[src/rtl/ps2_key_ctrl.sv]
// PS/2 keyboard front end: decodes E0/F0 prefixed scan codes into a held-key bitmap
// and a small first-word-fall-through event FIFO for the game logic.
module ps2_key_ctrl #(
    parameter int unsigned FIFO_DEPTH     = 4,
    parameter int unsigned TIMEOUT_CYCLES = 2_500_000
) (
    input  logic       clk,
    input  logic       rst,
    input  logic       code_valid,
    input  logic [7:0] code_byte,
    output logic [7:0] keys_held,
    output logic       evt_valid,
    output logic [3:0] evt_data,
    input  logic       evt_ready,
    output logic       evt_overflow,
    input  logic       ovf_clr
);

    localparam int unsigned AW = $clog2(FIFO_DEPTH);
    localparam int unsigned TW = $clog2(TIMEOUT_CYCLES);
    localparam logic [TW-1:0] TmoLast = TW'(TIMEOUT_CYCLES - 1);

    typedef enum logic [1:0] {StIdle, StExt, StBrk, StExtBrk} state_e;

    state_e          state_q, state_d;
    logic [TW-1:0]   tmo_q, tmo_d;
    logic [7:0]      keys_q, keys_d;
    logic            ovf_q, ovf_d;
    logic [3:0]      mem_q [FIFO_DEPTH];
    logic [AW:0]     wr_ptr_q, rd_ptr_q;

    logic            push;
    logic [3:0]      push_data;
    logic            act_make, act_brk;
    logic [2:0]      act_idx;
    logic            pop, empty, full, push_ok;

    // {hit, idx} for single-byte codes
    function automatic logic [3:0] map_norm(input logic [7:0] c);
        case (c)
            8'h1C:   map_norm = 4'b1_000;
            8'h23:   map_norm = 4'b1_001;
            8'h1D:   map_norm = 4'b1_010;
            8'h1B:   map_norm = 4'b1_011;
            8'h3B:   map_norm = 4'b1_100;
            8'h5A:   map_norm = 4'b1_101;
            8'h76:   map_norm = 4'b1_110;
            8'h29:   map_norm = 4'b1_111;
            default: map_norm = 4'b0_000;
        endcase
    endfunction

    // {hit, idx} for codes following E0
    function automatic logic [3:0] map_ext(input logic [7:0] c);
        case (c)
            8'h6B:   map_ext = 4'b1_000;
            8'h74:   map_ext = 4'b1_001;
            8'h75:   map_ext = 4'b1_010;
            8'h72:   map_ext = 4'b1_011;
            default: map_ext = 4'b0_000;
        endcase
    endfunction

    logic [3:0] norm_hit, ext_hit;
    assign norm_hit = map_norm(code_byte);
    assign ext_hit  = map_ext(code_byte);

    always_comb begin
        state_d  = state_q;
        tmo_d    = tmo_q;
        act_make = 1'b0;
        act_brk  = 1'b0;
        act_idx  = 3'd0;
        if (code_valid) begin
            tmo_d = '0;
            unique case (state_q)
                StIdle: begin
                    if (code_byte == 8'hE0) begin
                        state_d = StExt;
                    end else if (code_byte == 8'hF0) begin
                        state_d = StBrk;
                    end else begin
                        act_make = norm_hit[3];
                        act_idx  = norm_hit[2:0];
                    end
                end
                StExt: begin
                    if (code_byte == 8'hF0) begin
                        state_d = StExtBrk;
                    end else if (code_byte != 8'hE0) begin
                        state_d  = StIdle;
                        act_make = ext_hit[3];
                        act_idx  = ext_hit[2:0];
                    end
                end
                StBrk: begin
                    if (code_byte != 8'hF0) begin
                        state_d = StIdle;
                        act_brk = norm_hit[3];
                        act_idx = norm_hit[2:0];
                    end
                end
                StExtBrk: begin
                    state_d = StIdle;
                    act_brk = ext_hit[3];
                    act_idx = ext_hit[2:0];
                end
                default: state_d = StIdle;
            endcase
        end else if (state_q != StIdle) begin
            // Abandon a dangling prefix if the rest of the sequence never arrives
            if (tmo_q == TmoLast) begin
                state_d = StIdle;
                tmo_d   = '0;
            end else begin
                tmo_d = tmo_q + TW'(1);
            end
        end else begin
            tmo_d = '0;
        end
    end

    // Typematic repeats and stray breaks produce no events
    always_comb begin
        keys_d    = keys_q;
        push      = 1'b0;
        push_data = 4'd0;
        if (act_make && !keys_q[act_idx]) begin
            keys_d[act_idx] = 1'b1;
            push            = 1'b1;
            push_data       = {1'b1, act_idx};
        end else if (act_brk && keys_q[act_idx]) begin
            keys_d[act_idx] = 1'b0;
            push            = 1'b1;
            push_data       = {1'b0, act_idx};
        end
    end

    assign empty   = (wr_ptr_q == rd_ptr_q);
    assign full    = (wr_ptr_q[AW] != rd_ptr_q[AW]) && (wr_ptr_q[AW-1:0] == rd_ptr_q[AW-1:0]);
    assign pop     = !empty && evt_ready;
    assign push_ok = push && (!full || pop);

    always_comb begin
        ovf_d = ovf_q;
        if (push && full && !pop) begin
            ovf_d = 1'b1;
        end else if (ovf_clr) begin
            ovf_d = 1'b0;
        end
    end

    always_ff @(posedge clk) begin
        if (!rst) begin
            state_q  <= StIdle;
            tmo_q    <= '0;
            keys_q   <= '0;
            ovf_q    <= 1'b0;
            wr_ptr_q <= '0;
            rd_ptr_q <= '0;
            for (int i = 0; i < FIFO_DEPTH; i++) begin
                mem_q[i] <= 4'd0;
            end
        end else begin
            state_q <= state_d;
            tmo_q   <= tmo_d;
            keys_q  <= keys_d;
            ovf_q   <= ovf_d;
            if (push_ok) begin
                mem_q[wr_ptr_q[AW-1:0]] <= push_data;
                wr_ptr_q                <= wr_ptr_q + (AW+1)'(1);
            end
            if (pop) begin
                rd_ptr_q <= rd_ptr_q + (AW+1)'(1);
            end
        end
    end

    assign keys_held    = keys_q;
    assign evt_valid    = !empty;
    assign evt_data     = mem_q[rd_ptr_q[AW-1:0]];
    assign evt_overflow = ovf_q;

endmodule
[config.mk]
export PLATFORM = sky130hd
export DESIGN_NAME = ps2_key_ctrl
export DESIGN_NICKNAME = d
export VERILOG_FILES = /design/src/rtl/ps2_key_ctrl.sv
export SDC_FILE = /design/constraint.sdc
export NUM_CORES = 1
export LEC_CHECK = 0
export ABC_CLOCK_PERIOD_IN_PS = 3450
export BUFFER_PORTS_ARGS = -buffer_cell sky130_fd_sc_hd__buf_2
export CAP_MARGIN = 20
export CORE_MARGIN = 2
export CORE_UTILIZATION = 34
export DETAILED_ROUTE_END_ITERATION = 10
export SYNTH_ARGS = -nofsm -noshare
export SYNTH_HDL_FRONTEND = slang
export SYNTH_SLANG_ARGS = --single-unit
[constraint.sdc]
create_clock -name clk -period 3.45 [get_ports clk]
set_clock_uncertainty 0.15 [all_clocks]
set_input_delay 0.69 -clock clk [delete_from_list [all_inputs] [get_ports clk]]
set_output_delay 0.69 -clock clk [all_outputs]
set_load 0.01 [all_outputs]
==> qor.txt <==
Diodes inserted = 0
status = finished clean
CP Launch Type = input pin
detailed-route via count = 2,761
Hold Slack = 0.309 ns
dpl ws = -0.0565 ns
Post-Syn Area = 3270 sq um
YS warnings = 0
critical path peak fanout = 8
setup_tns = 0 ns
PortBufs = 26
Seq cells post-synth = 57
CTS Buf Count = 9
Max Cap Viol = 0
final slew viol count = 0
Final Util = 0.420
final net count = 426
CTS tree = yes
register area share after synthesis = 0.398
leading cell types in the layout, fill and taps excluded = 41 x dfxtp_1, 40 x nor2_1, 35 x nand2_1
final worst path period need = 3.18 ns
Layout fillers = 928
first-pass GRT wire length = 12,100 um
Initial Util = 0.352
Main synth FF type = dfxtp_1
pwr dens = 352 nW/um^2
commonest non-fill, non-tap cell in the layout = dfxtp_1
number of global-route vias before repair = 2,579
GPL Wtd Cong = 0.845
Placeable Area = 9280 sq um
Pwr Total = 1.37 mW
Die H = 102 um
clk_lat worst skew = 0.33 ns
Peak VDD IR = 0.000213 V
drt wl/cell = 13.0 um
hpwl dp = 5350 um
placed cell areas = 3710 sq um
Sink Count = 57
crit-path leading delay family = compound AO/OA/AOI/OAI gates
worst slew pin tran = 0.480 ns
root buf cell = clkbuf_8
RSZ-0062 raised after global routing = false
critical path endpoint category = register
area delta synth->final = 19.0%
Buf/Inv on CP = 2
Routed Antenna Nets = 0
proportion of layout cells with a drive suffix above 1 = 0.243
routed wire length = 7090 um
Top Ports = 27
initial antenna violation count = 0
Vias/cell = 5.08
worst setup margin = 0.272 ns
Post-Syn Area per Cell = 9.14 sq um
endpoints failing setup = 0
CP Class = input pin to register
H-tree levels = 3
Clk pin slew, worst setup/hold paths = 0.06 ns
grt ovf = 0
Final Cycle Share = 0.921
full die area = 10,400 sq um
CP cell instances = buf_2 -> or4bb_1 -> o32ai_1 -> a221o_2 -> nand3_1 -> a32oi_1 -> nand3_2 -> mux2i_4 -> o31ai_2 -> buf_4
Min-Delay Path Class = register to register
clock buffer depth = 2
drc violations = 0
CTS hold repair buffers = 0
final hold violation count = 0
Post-synth EDFFs = 16
ys async rst share = 0
Overall Global Routing Usage = 0.148
CP arrival = 3.08 ns
CP Data Required Time = 3.35 ns
Post-CTS Setup Repair Bufs = 0
chip width = 102 um
largest net degree at the start of global routing = 22
Finished Layout Cells = 544
placed insts = 528
Rows = 35
Rel. slew slack = 0.680
Fmax = 315 MHz
Iteration-0 DRC Markers = 85
max incr delay on CP = 0.53 ns
slowest library cell on the worst path = or4bb_1
LEAKAGE = 1.41 nW
design area = 3890 sq um
Synth Net Count = 374
Unique masters post-synth = 68
First-pass DRT Iterations = 4
cells after synthesis = 358
# resized after CTS = 0
[per-layer routing]
metal | vias up | part of all wire | global-route usage
met4 | 0 | 0.0085 | 0.0390
met3 | 4 | 0.033 | 0.0417
met5 | - | 0 | 0
li1 | 1411 | - | -
met2 | 52 | 0.47 | 0.244
met1 | 1294 | 0.49 | 0.190
[Yosys cell counts (9+ instances only)]
master	n	area [sq um]
nand2_1	35	131
nor2_1	40	150
o21ai_0	16	80.1
inv_1	9	33.8
dfxtp_1	41	821
edfxtp_1	16	480
clkbuf_1	11	41.3
xor2_1	17	149
nor3_1	17	85.1
nand3_1	18	90.1
a21oi_1	10	50.1
[cell type report]
| type | count | area, sq um | area share |
|---|---|---|---|
| Inverter | 9 | 33.8 | 0.00867 |
| Timing Repair Buffer | 59 | 378 | 0.0970 |
| Tap cell | 129 | 161 | 0.0414 |
| Clock inverter | 7 | 61.3 | 0.0157 |
| Sequential cell | 57 | 1300 | 0.334 |
| Multi-Input combinational cell | 274 | 1840 | 0.471 |
| Clock buffer | 9 | 124 | 0.0318 |
[cells by family (layout without fill, tap and decap cells)]
group / count (synthesis) / count (layout) / synth area share
compound gates: 65 / 65 / 0.145
xor+xnor: 24 / 24 / 0.0642
fa+ha+maj: 3 / 3 / 0.0115
buf+inv: 27 / 84 / 0.0428
flops: 57 / 57 / 0.398
mux: 11 / 11 / 0.0532
simple gates: 171 / 171 / 0.286
[path summary, 6_finish.rpt]
| check | start | to | slack, ns | cells past startpoint |
|---|---|---|---|---|
| setup / recovery | code_byte[1] | mem_q[0][0]$_SDFFCE_PN0P_ | 0.27 | 10 |
| hold reg to reg | tmo_q[0]$_SDFF_PP0_ | tmo_q[0]$_SDFF_PP0_ | 0.31 | 1 |
| setup reg to reg | state_q[0]$_SDFFE_PN0P_ | register | 0.57 | 8 |
| hold / removal | tmo_q[0]$_SDFF_PP0_ | tmo_q[0]$_SDFF_PP0_ | 0.31 | 1 |
[report_power, final]
group | switching [mW] | total (mW) | internal (mW)
clock | 0.253 | 0.578 | 0.325
combinational | 0.0537 | 0.0950 | 0.0413
sequential | 0.00415 | 0.698 | 0.694
total | 0.311 | 1.37 | 1.06
(Power assumes the default switching activity.)
